**config.mk**
```make
export PLATFORM = sky130hd
export DESIGN_NAME = tz_mask_gen
export DESIGN_NICKNAME = d
export VERILOG_FILES = /design/src/rtl/tz_mask_gen.sv
export SDC_FILE = /design/constraint.sdc
export NUM_CORES = 1
export LEC_CHECK = 0
export CELL_PAD_IN_SITES_DETAIL_PLACEMENT = 0
export CELL_PAD_IN_SITES_GLOBAL_PLACEMENT = 1
export CORE_UTILIZATION = 36
export CTS_BUF_LIST = sky130_fd_sc_hd__clkbuf_16
export DETAILED_ROUTE_END_ITERATION = 10
export PLACE_DENSITY = 0.76
export SKIP_CTS_REPAIR_TIMING = 1
export SLEW_MARGIN = 20
export SYNTH_ARGS = -nofsm -noshare
export SYNTH_HDL_FRONTEND = slang
export SYNTH_SLANG_ARGS = --single-unit
```
**constraint.sdc**
```tcl
create_clock -name clk -period 2.1 [get_ports clk]
set_clock_uncertainty 0.2 [all_clocks]
set_input_delay 0.21 -clock clk [delete_from_list [all_inputs] [get_ports clk]]
set_output_delay 0.21 -clock clk [all_outputs]
set_load 0.01 [all_outputs]
```
**src/rtl/tz_mask_gen.sv**
```systemverilog
// Regenerates the lowest-set-bit mask from a trailing-zero count by shifting a
// single 1 left n times; one transaction in flight with valid/ready on both sides.
module tz_mask_gen #(
  parameter int WIDTH = 4,
  parameter int CNT_W = 3
) (
  input  logic             clk,
  input  logic             rst,
  input  logic             in_valid,
  output logic             in_ready,
  input  logic [CNT_W-1:0] in_count,
  output logic             out_valid,
  input  logic             out_ready,
  output logic [WIDTH-1:0] out_mask,
  output logic             out_zero,
  output logic             out_err,
  output logic             busy
);

  typedef enum logic [1:0] {
    IDLE  = 2'd0,
    SHIFT = 2'd1,
    HOLD  = 2'd2
  } state_t;

  localparam logic [CNT_W-1:0] WIDTH_C = CNT_W'(WIDTH);
  localparam logic [CNT_W-1:0] ONE_C   = CNT_W'(1);
  localparam logic [WIDTH-1:0] SEED_C  = WIDTH'(1);

  state_t           state_r, state_s;
  logic [WIDTH-1:0] mask_r, mask_s;
  logic [CNT_W-1:0] rem_r, rem_s;
  logic             err_r, err_s;

  // Next-state logic: accept in IDLE, shift until remaining hits 1, hold until taken
  always_comb begin
    state_s = state_r;
    mask_s  = mask_r;
    rem_s   = rem_r;
    err_s   = err_r;
    case (state_r)
      IDLE: begin
        if (in_valid) begin
          // Counts beyond WIDTH saturate so the single 1 is shifted fully out
          err_s  = (in_count > WIDTH_C);
          rem_s  = (in_count > WIDTH_C) ? WIDTH_C : in_count;
          mask_s = SEED_C;
          if (((in_count > WIDTH_C) ? WIDTH_C : in_count) == {CNT_W{1'b0}}) begin
            state_s = HOLD;
          end else begin
            state_s = SHIFT;
          end
        end else begin
          state_s = IDLE;
        end
      end
      SHIFT: begin
        mask_s = mask_r << 1;
        rem_s  = rem_r - ONE_C;
        if (rem_r == ONE_C) begin
          state_s = HOLD;
        end else begin
          state_s = SHIFT;
        end
      end
      HOLD: begin
        if (out_ready) begin
          state_s = IDLE;
        end else begin
          state_s = HOLD;
        end
      end
      default: begin
        state_s = IDLE;
      end
    endcase
  end

  // State and datapath registers with synchronous reset
  always_ff @(posedge clk) begin
    if (rst) begin
      state_r <= IDLE;
      mask_r  <= {WIDTH{1'b0}};
      rem_r   <= {CNT_W{1'b0}};
      err_r   <= 1'b0;
    end else begin
      state_r <= state_s;
      mask_r  <= mask_s;
      rem_r   <= rem_s;
      err_r   <= err_s;
    end
  end

  // Result is only visible while held; everything reads zero otherwise
  assign in_ready  = (state_r == IDLE);
  assign busy      = (state_r != IDLE);
  assign out_valid = (state_r == HOLD);
  assign out_mask  = (state_r == HOLD) ? mask_r : {WIDTH{1'b0}};
  assign out_zero  = (state_r == HOLD) && (mask_r == {WIDTH{1'b0}});
  assign out_err   = (state_r == HOLD) && err_r;

endmodule

```
Word level (Yosys, flattened, before mapping)
Cells that the tools add are included.
Word-level totals
  flip-flop bits (word level): 10
  input bits: 7
  output and inout bits: 9
  word-level logic and storage cells: 30
Cells by class
  add/subtract/negate cells: 1
  magnitude comparators: 1
  equality and inequality tests: 4
  multiplexer cells: 11
  reductions and logical operators: 9
Operator list (number)
  $mux W2: 4
  $mux W4: 2
  $pmux W4 S2: 1
  $mux W3: 2
  $pmux W2 S3: 1
  $pmux W3 S2: 1
  $logic_not A4 Y1: 1
  $reduce_and A2 Y1: 2
  $reduce_bool A2 Y1: 2
  $eq A3 B1 Y1 const B: 1
  $gt A3 B3 Y1 const B: 1
  $logic_not A3 Y1: 1
  $sub A3 B1 Y3 const B: 1
  $eq A2 B1 Y1 const B: 1
  $eq A2 B2 Y1 const B: 1
  $logic_and A1 B1 Y1: 2
  $logic_not A2 Y1: 1
  $ne A2 B2 Y1 const B: 1

Logic depth before layout (Yosys ltp)
Gate-level depths: netlist of run 1.
  depth after elaboration: 6
  mapped depth: 5
  mapped depth without buffers: 5

Worst setup path before layout of run 1
Ideal clock, no wire load.
  path kind: register to output
  start point: register state_r[1]
  end point: output out_zero
  data arrival time: 1038 ps
  data required time: 1690 ps
  setup slack: 652 ps
  stages on the path, launching flop included: 5
  buffers on the path: 1
  path through: dfxtp_1 nor2b_1 clkbuf_1 nand2_1 nor3_1
Between the ends
  longest elaborated chain between the ends: 2
Ends and longest elaborated chain
  from (decl): RTL line 30  | state_t state_r, state_s;
  from (signal assigned): RTL line 87  | state_r <= state_s;
  $eq A2 B2 Y1
  named net out_valid: RTL line 12  | output logic out_valid,
  $logic_and A1 B1 Y1: RTL line 99  | assign out_zero = (state_r == HOLD) && (mask_r == {WIDTH{1'b0}});
  to (decl): RTL line 15  | output logic out_zero,
The timed path passes the listed nets, and every way through them passes these cells.

Final worst setup path of run 1
  start point: register state_r[1]
  end point: output out_zero
Between the ends
  longest elaborated chain between the ends: 2
Ends and longest elaborated chain (RTL line)
  $eq A2 B2 Y1: 99
  $logic_and A1 B1 Y1: 99
No other way between the ends.

==> results.md, run 1 <==
- Largest net degree at the start of global routing: 12
- Status: completed
- Worst vdd ir: 0.640 mV
- Die W: 43.1 um
- Fmax: 502 MHz
- Grt ovf: 0
- Main flop type after synthesis: dfxtp_1
- RSZ-0062 raised after global routing: false
- Slew Viols, Final: 0
- Core box area: 0.00154 sq mm
- Post-synth EDFFs: 0
- Routability congestion estimate: 0.731
- DR DRC count: 0
- Vias in the first global route: 519
- Max stage delay on crit path: 0.55 ns
- CP Max Fanout: 8
- Sequential share of the synthesized area: 32.9%
- DRT iter0 DRCs: 14
- Slowest CP cell: clkdlybuf4s50_1
- Worst Max-Slew Pin Slew: 0.386 ns
- Number of H-tree levels: 1
- Final setup margin: 0.107 ns
- Delay-heaviest family, CP: buffers and inverters
- Crit path time final: 1.99 ns
- Cell Pwr Density: 816 mW/mm^2
- Clock Path Buffers: 2
- Clk sink count: 10
- Max_slew headroom: 74.2%
- FF-to-FF path depth: 5
- WL per Instance: 12.7 um
- Min-delay src: mask_r[3]
- Die height: 43.1 um
- CTS tree: done
- Most common cell after layout, fill and taps aside: clkdlybuf4s50_1
- DR vias: 537
- Reg-to-reg endpoint: rem_r[2]
- WP data required: 1.69 ns
- Final hold viol count: 0
- Final setup fails: 0
- Via-to-Cell Ratio: 5.37
- First drt pass iteration count: 4
- Worst-path cell chain: nor2b_2 -> nand2_1 -> nor3_1 -> clkdlybuf4s50_1
- Hold EP: mask_r[3]
- Die area: 0.00186 sq mm
- Reg2reg start: rem_r[0]
- Post-Syn Area: 608 sq um
- Area Growth Syn to Fin: 37.4%
- Critical Path AT: 1.58 ns
- Synth Instances: 68
- Layout Nets: 94
- Initial antenna violation count: 0
- FF-to-FF setup slack: 0.68 ns
- PortBufs: 15
- Tot GR Track Use: 15.5%
- Wire length of the first global-routing pass: 2150 um
- Clk Tree Root Cell: clkbuf_16
- Worst Hold Class: reg -> reg
- Post-Synthesis Mean Instance Area: 8.94 sq um
- Type of the worst setup path: reg -> out
- Starting Density: 39.4%
- Commonest non-fill, non-tap cells in the layout: 15 x clkdlybuf4s50_1, 10 x dfxtp_1, 9 x nor2_1
- Routed WL: 1270 um
- Overall Power: 0.682 mW
- Dpl ws: 0.206 ns
- ANT cells: 0
- Post-DP HPWL: 896 um
- Leakage: 0.319 nW
- Maxcap violations: 0
- I/O Pins: 16
- Row cnt: 14
- Synth async-reset ratio: 0%
- Yosys reg bits: 10
- CP endpoint kind: output port
- Setup tns final: 0 ns
- Layout cells sized above 1: 16.7%
- Clock slew at reported path FFs: 0.04 ns
- Hold path depth: 2
- Worst-Skew Late Latency: 0.23 ns
- Startpoint Class: register
- Synth cell types: 32
- Total CTS buffers: 3
- Worst path buffer plus inverter count: 1
- Post-route ant nets: 0
- YS warnings: 0
- Synth Net Count: 77
- Tcrit/Tclk final: 94.9%
==> worst reg2reg max path: stages, from the launching register on <==
cell and delay [ns]:
dfxtp_1 0.35, inv_1 0.08, ha_1 0.21, nand3b_1 0.07, o21ai_1 0.07, a2111oi_2 0.33
==> cell type report <==
cell class / instances / area, sq um
fill: 162 / 706
multi-input combinational: 48 / 353
sequential: 10 / 200
timing repair buffer: 17 / 165
clock buffer: 3 / 75.1
tap: 16 / 20.0
inverter: 5 / 18.8
clock inverter: 1 / 3.75
==> Yosys cell counts, drive strengths merged, types with 2 or more instances <==
cell type,count,share of area [%]
ha,2,4.1
and2,5,5.1
buf,3,4.9
a22oi,4,4.9
nand3b,2,2.5
a21oi,3,2.5
nor2,10,6.2
dfxtp,10,33
nor2b,2,2.1
clkbuf,2,1.9
inv,5,3.1
nor3,2,1.6
==> per-stage QoR <==
step | utilization (%) | instances | area [sq um] | hold slack (ns)
finish | 54.2 | 100 | 836 | 0.337
global route | 54.2 | 100 | 836 | 0.378
detailed placement | 48.8 | 96 | 752 | 0.327
floorplan | - | 68 | 608 | 0.187
CTS | 53.9 | 100 | 831 | 0.337
global placement | 48.8 | 96 | 752 | 0.320
==> where the power goes <==
part | switching [mW] | leakage [nW] | internal [mW]
combinational | 0.0628 | 0.198 | 0.0665
clock | 0.0872 | 0.0385 | 0.249
sequential | 0.0105 | 0.0821 | 0.206
total | 0.161 | 0.319 | 0.522
==> routing by layer <==
layer	wire length [um]	track usage [%]	share of wire, %
met5	0	0	0
met4	0	3.64	0
met3	72	8.09	5.7
met2	591	25.1	47
met1	601	18.0	48
==> state kept, by name (all words and copies together) (netlist names) <==
signal / count
state_r: 2
rem_r: 3
err_r: 1
mask_r: 4
==> how the worst max path moves through the flow <==
stage	startpoint	end	slack, ns	cells after the start
global placement	state_r[1]	out_zero	0.25	4
CTS	state_r[1]	out_zero	-0.05	4
detailed placement	state_r[1]	out_zero	0.21	4
floorplan	state_r[1]	out_zero	0.65	4
global route	state_r[1]	out_zero	0.01	4
finish	state_r[1]	out_zero	0.11	4
==> logic make-up (layout without fill, tap and decap cells) <==
logic type	after synthesis	count (layout)	synth area share, %
adder cells (fa/ha/maj)	2	2	4.11
buffers and inverters	10	26	9.88
AO/OA/AOI/OAI	18	18	24.1
multiplexers	1	1	1.65
AND/OR/NAND/NOR	27	27	27.4
flip-flops	10	10	32.9
Power figures use the tool's default switching activity.
==> run 2, diff against run 1 <==
Settings changed: ABC_AREA set to 0.
==> results of run 2 <==
Same layout as run 1: the final DEF is identical, and so are final timing and power.
==> run 3, diff against run 2 <==
Settings changed: SKIP_CTS_REPAIR_TIMING 1 to not set.
==> run 3 against run 2 <==
Effect of this change: utilization is the same; fmax shrank 0.28%; clock power is essentially flat; sequential cell count is the same; clock-buffer cell count is the same; routed wire length grew 0.95%; via count shrank 0.74%; first-iteration DRC count shrank 21%; total power is essentially flat; combinational power is essentially flat; non-clock buffer count is the same; cell count is the same; largest power group unchanged.
==> results.md, run 3 (synthesis results as in run 1) <==
- Status: completed
- Total CTS buffers: 3
- Grt ovf: 0
- Die area: 0.00186 sq mm
- Final setup fails: 0
- Hold_buf cts: 0
- Worst vdd ir: 0.642 mV
- Worst-Skew Late Latency: 0.23 ns
- Startpoint Class: register
- Routability congestion estimate: 0.731
- WL per Instance: 12.8 um
- Starting Density: 39.4%
- First drt pass iteration count: 3
- PortBufs: 15
- DRT iter0 DRCs: 11
- Area Growth Syn to Fin: 37.4%
- Initial antenna violation count: 0
- Type of the worst setup path: reg -> out
- Clock Path Buffers: 2
- Die W: 43.1 um
- Most common cell after layout, fill and taps aside: clkdlybuf4s50_1
- Critical Path Source: state_r[1]
- CP Max Fanout: 8
- Leakage: 0.319 nW
- Worst-path cell chain: nor2b_2 -> nand2_1 -> nor3_1 -> clkdlybuf4s50_1
- Regs by FF count: mask_r x4, rem_r x3, state_r x2
- Core box area: 0.00154 sq mm
- Maxcap violations: 0
- Row cnt: 14
- Non-filler cells, final: 100
- Slew Viols, Final: 0
- Post-route ant nets: 0
- Max FFs per register: 4
- DR DRC count: 0
- I/O Pins: 16
- Slowest CP cell: clkdlybuf4s50_1
- Worst path buffer plus inverter count: 1
- Post-Place Cells: 96
- Most flops, register: mask_r
- Tcrit/Tclk final: 95.2%
- Critical Path AT: 1.59 ns
- Post-DP HPWL: 896 um
- Max stage delay on crit path: 0.55 ns
- Reg2reg start: rem_r[0]
- FF-to-FF setup slack: 0.68 ns
- Layout Nets: 94
- DR vias: 533
- Setup tns final: 0 ns
- Via-to-Cell Ratio: 5.33
- CP endpoint kind: output port
- RSZ-0062 raised after global routing: false
- Tot GR Track Use: 15.6%
- FILL cells: 162
- Clk sink count: 10
- Number of H-tree levels: 1
- Register area: 200 sq um
- Commonest non-fill, non-tap cells in the layout: 15 x clkdlybuf4s50_1, 10 x dfxtp_1, 9 x nor2_1
- CTS tree: done
- Cell Pwr Density: 816 mW/mm^2
- Worst Max-Slew Pin Slew: 0.390 ns
- Clk Tree Root Cell: clkbuf_16
- Final hold viol count: 0
- Min-delay src: mask_r[3]
- WP data required: 1.69 ns
- Worst Hold Class: reg -> reg
- Area of the multi-input gates: 353 sq um
- Die height: 43.1 um
- Largest net degree at the start of global routing: 12
- Layout cells sized above 1: 16.7%
- Routed WL: 1280 um
- Delay-heaviest family, CP: buffers and inverters
- Clock slew at reported path FFs: 0.04 ns
- ANT cells: 0
- Crit path time final: 2.00 ns
- Vias in the first global route: 528
- Wire length of the first global-routing pass: 2160 um
- Fmax: 500 MHz
- Max_slew headroom: 73.9%
[run 3: worst register-to-register path, cell delays in order, from the launching register on]
cell and delay, ns:
dfxtp_1 0.35, inv_1 0.08, ha_1 0.21, nand3b_1 0.07, o21ai_1 0.07, a2111oi_2 0.33
[run 3: path summary, 6_finish.rpt]
check	end	cells past startpoint
max	out_zero	4
min	mask_r[3]	2
max reg2reg	rem_r[2]	5
min reg2reg	mask_r[3]	2
[run 3: final cells by class]
| cell class | count | area share, % |
|---|---|---|
| clock buffer | 3 | 8.98 |
| clock inverter | 1 | 0.449 |
| inverter | 5 | 2.25 |
| multi-input combinational | 48 | 42.2 |
| sequential | 10 | 24.0 |
| tap | 16 | 2.40 |
| timing repair buffer | 17 | 19.8 |
[run 3: routing by layer]
| metal | wire length, um | GRT usage (%) | vias to the layer above |
|---|---|---|---|
| met5 | 0 | 0 | - |
| met4 | 0 | 3.64 | 0 |
| met3 | 63 | 8.09 | 0 |
| met2 | 603 | 25.7 | 8 |
| met1 | 610 | 17.7 | 250 |
| li1 | - | - | 275 |
[run 3: report_power, final]
group | switching, mW | internal, mW | total [mW]
Combinational | 0.0629 | 0.0665 | 0.129
Clock | 0.0870 | 0.249 | 0.336
Sequential | 0.0106 | 0.206 | 0.216
[run 3: stage by stage]
step / hold slack (ns) / util, % / power [mW] / setup slack, ns / instance area [sq um]
global route: 0.378 / 54.2 / 0.717 / 0.0101 / 836
finish: 0.333 / 54.2 / 0.682 / 0.101 / 836
detailed placement: 0.327 / 48.8 / 0.346 / 0.206 / 752
global placement: 0.320 / 48.8 / 0.346 / 0.252 / 752
floorplan: 0.187 / - / 0.308 / 0.652 / 608
CTS: 0.337 / 54.1 / 0.691 / 0.0772 / 833
[run 3: timing repair]
item                       4_1_cts  5_1_grt
buffers inserted                 0        0
setup endpoints to repair        1        1
gates resized for setup          1        1
pin swaps                        0        0
==> RTL change 1 (settings of run 1) <==
Put a register stage on the output `out_err`, with the module's reset. The value now appears one clock later. The other outputs are not delayed to match.
--- a/src/rtl/tz_mask_gen.sv
+++ b/src/rtl/tz_mask_gen.sv
@@ -98,5 +98,11 @@
   assign out_mask  = (state_r == HOLD) ? mask_r : {WIDTH{1'b0}};
   assign out_zero  = (state_r == HOLD) && (mask_r == {WIDTH{1'b0}});
-  assign out_err   = (state_r == HOLD) && err_r;
+  always_ff @(posedge clk) begin
+    if (rst) begin
+      out_err <= '0;
+    end else begin
+      out_err <= (state_r == HOLD) && err_r;
+    end
+  end
 
 endmodule
Behaviour: not the same (Yosys sat finds a counterexample within 10 cycles, from zero or initial values and one cycle with rst high).
==> RTL change 1 against run 1 <==
- worst setup slack improved by 0.071 ns
- register-to-register slack got worse by 0.14 ns
- final area rose by 4.8%
- non-clock buffer count did not move
- combinational power barely moved
- routed wire length rose by 5.5%
- area after synthesis rose by 5.6%
- sequential power rose by 9.7%
- sequential cell count rose by 1
- first-iteration DRC count fell by 7.1%
- synthesized cell count rose by 2.9%
- via count fell by 0.37%
- power rose by 3.5%
- highest routed layer is now met4
==> RTL change 1: results (changes against run 1) <==
Run status: finished, final reports clean
Max Buffers Root-to-Sink: 2 (unchanged)
Psw: 0.167 mW (+3.9%)
CP max FO: 8 (unchanged)
Syn_area_per_cell: 9.17 µm² (+2.5%)
Rel. slew slack: 67.3% (-6.8 points)
1st-iter DRT viols: 13 (-1)
Highest Signal Layer: met4
Metal-1 WL: 627 µm (+4.3%)
Hold path start: rem_r[1]
Layout cell share with drive strength beyond 1: 13.8% (-2.9 points)
Vias: 535 (-0.37%)
Met3 Routed Length: 62 µm (-14%)
Worst r2r src: state_r[0]
Peak supply drop: 0.576 mV (-10%)
Commonest cells post-synth: 11 x dfxtp_1, 7 x nor2_1, 5 x inv_1
Clock share of power: 48.2% (-1.1 points)
Post-DP HPWL: 923 µm (+3.0%)
Unique cell type count in the Yosys netlist: 30 (-6.3%)
Final wirelength: 1.33 mm (+5.5%)
Largest net degree at the start of global routing: 13 (+1)
Global-route met2 utilization: 27.4% (+2.3 points)
Arrival @ worst endpoint: 1.51 ns (-0.07 ns)
Leakage: 0.339 nW (+6.3%)
Vias in the first global route: 528 (+1.7%)
Layout Nets: 97 (+3.2%)
First-pass GRT wire length: 2.37 mm (+11%)
Vias per cell: 5.19 (-3.3%)
Met2 WL post-DR: 634 µm (+7.3%)
GR Util met1: 20.3% (+2.3 points)
Gpl congestion: 0.699 (-4.5%)
Placed insts: 99 (+3.1%)
Syn_nets: 79 (+2.6%)
Fill count: 153 (-5.6%)
Seq/Total Area, Yosys: 34.3% (+1.4 points)
Tot GR Track Use: 17.0% (+1.5 points)
Met3 Usage GRT: 7.35% (-0.74 points)
P_comb: 0.129 mW (about the same)
[RTL change 1: changes by cell type in the layout (fill, tap and decap cells not counted), moves of 2 or more]
cell,run 1,this run
nor4bb_1,0,2
nor2b_4,0,2
o21ai_0,0,2
nand2_1,1,4
nor2_1,9,7
[RTL change 1: cell type report]
class	count	area (µm²)	area share, %
tap	16	20.0	2.29
sequential	11	220	25.1
clock inverter	1	3.75	0.429
inverter	6	22.5	2.57
timing repair buffer	17	165	18.9
multi-input combinational	49	369	42.1
clock buffer	3	75.1	8.57
[RTL change 1: critical path, stage by stage (launching register included)]
cell and delay, ns:
dfxtp_1 0.33, nor2b_4 0.21, nand2_1 0.07, nor3_1 0.12, clkdlybuf4s50_1 0.55
[RTL change 1: final timing paths]
| path | end | slack, ns | cells after the start |
|---|---|---|---|
| min | rem_r[1] | 0.25 | 2 |
| max reg2reg | rem_r[2] | 0.54 | 4 |
| min reg2reg | rem_r[1] | 0.25 | 2 |
| max | out_zero | 0.18 | 4 |
[RTL change 1: cell families (layout without fill, tap and decap cells)]
kind of cell,count (synthesis),after routing,share of synthesized area [%]
AND/OR/NAND/NOR,32,32,33.1
AO/OA/AOI/OAI,15,15,19.3
buffers and inverters,10,27,9.36
adder cells (fa/ha/maj),2,2,3.90
flip-flops,11,11,34.3
[RTL change 1: stage by stage]
step / setup WS [ns] / instance area (µm²) / hold slack, ns / power [mW]
after CTS: -0.0347 / 868 / 0.257 / 0.713
after detailed placement: 0.215 / 790 / 0.251 / 0.367
after global placement: 0.265 / 790 / 0.241 / 0.367
after floorplan: 0.669 / 642 / 0.0743 / 0.326
final: 0.177 / 876 / 0.251 / 0.706
after global routing: 0.0621 / 876 / 0.294 / 0.746
==> RTL change 2 (settings of run 1) <==
Made on the original files. `WIDTH`: 4 -> 6.
--- a/src/rtl/tz_mask_gen.sv
+++ b/src/rtl/tz_mask_gen.sv
@@ -2,5 +2,5 @@
 // single 1 left n times; one transaction in flight with valid/ready on both sides.
 module tz_mask_gen #(
-  parameter int WIDTH = 4,
+  parameter int WIDTH = 6,
   parameter int CNT_W = 3
 ) (
Interface: changed (resized out_mask); port bits go from 16 to 18. The function was not compared with the original's and may differ.
==> RTL change 2 against run 1 <==
- the run now ends with design-rule violations left
- hold slack got worse by 0.091 ns
- routed wire length increased by 16%
- count of clock-buffer cells in the layout unchanged
- worst setup slack improved by 0.0083 ns
- final area increased by 6.6%
- sequential share of layout area increased by 3.3 points
- area after synthesis increased by 1.6%
- power increased by 5.4%
- sequential cell count increased by 2
==> RTL change 2: results (changes against run 1) <==
Vias in the first global route: 539 (+3.9%)
GR Util met1: 22.4% (+4.4 points)
Largest registers: mask_r x6, rem_r x3, state_r x2
Residual DRC count: 6 (+6)
Vias per cell: 5.33 (-0.79%)
Commonest cells post-synth: 12 x dfxtp_1, 10 x a21oi_1, 7 x and2_1, 7 x nand2_1, 7 x nand3_1
Logic pwr share: 16.3% (-2.7 points)
Fill count: 136 (-16%)
Met3 Routed Length: 49 µm (-32%)
Post-DP Area: 808 µm² (+7.5%)
Drt pass-1 iters: 7 (+3)
Footprint of the multi-input gates: 334 µm² (-5.3%)
Highest Signal Layer: met4
Routed WL per cell: 13.0 µm (+2.8%)
1st-iter DRT viols: 11 (-3)
Finished Layout Cells: 113 (+13%)
Run status: finished with violations
Peak supply drop: 0.579 mV (-9.4%)
Port bufs: 17 (+2)
Internal Power: 0.553 mW (+6.0%)
Seq/Total Area, Yosys: 38.9% (+5.9 points)
Post-DP HPWL: 1.06 mm (+19%)
Metal-1 WL: 708 µm (+18%)
Violated checks: design-rule violations
Largest net degree at the start of global routing: 13 (+1)
Ranking of synthesized cells by area: dfxtp_1 39%, a21oi_1 8.1%, and2_1 7.1%
Layout cell share with drive strength beyond 1: 10.3% (-6.4 points)
Syn_area_per_cell: 8.03 µm² (-10%)
Syn_nets: 86 (+12%)
R2r setup slk: 0.55 ns (-0.13 ns)
-- RTL change 2: changes by cell type after synthesis, sizes merged, moves of 2 or more --
cell and change:
nand2 +6, a22oi -4, nand3 +7, a32oi +2, a21oi +7, and2 +2
dfxtp +2, nor2 -7, buf -2
-- RTL change 2: cells by family (layout without fill, tap and decap cells) --
family / after synthesis / count (layout) / share of synthesized area [%]
buf+inv: 10 / 30 / 7.29
flops: 12 / 12 / 38.9
simple gates: 36 / 36 / 32.2
compound gates: 17 / 17 / 17.6
fa+ha+maj: 2 / 2 / 4.05
-- RTL change 2: cell type report --
type                       instances  area share (%)
inverter                           6            2.53
tap                               16            2.25
clock buffer                       3            8.43
timing repair buffer              20            21.6
sequential                        12            27.2
multi-input combinational         55            37.5
clock inverter                     1           0.421
-- RTL change 2: path summary, 6_finish.rpt --
check | from | end
min reg2reg | err_r | err_r
min | err_r | err_r
max reg2reg | state_r[0] | state_r[1]
max | state_r[0] | out_zero
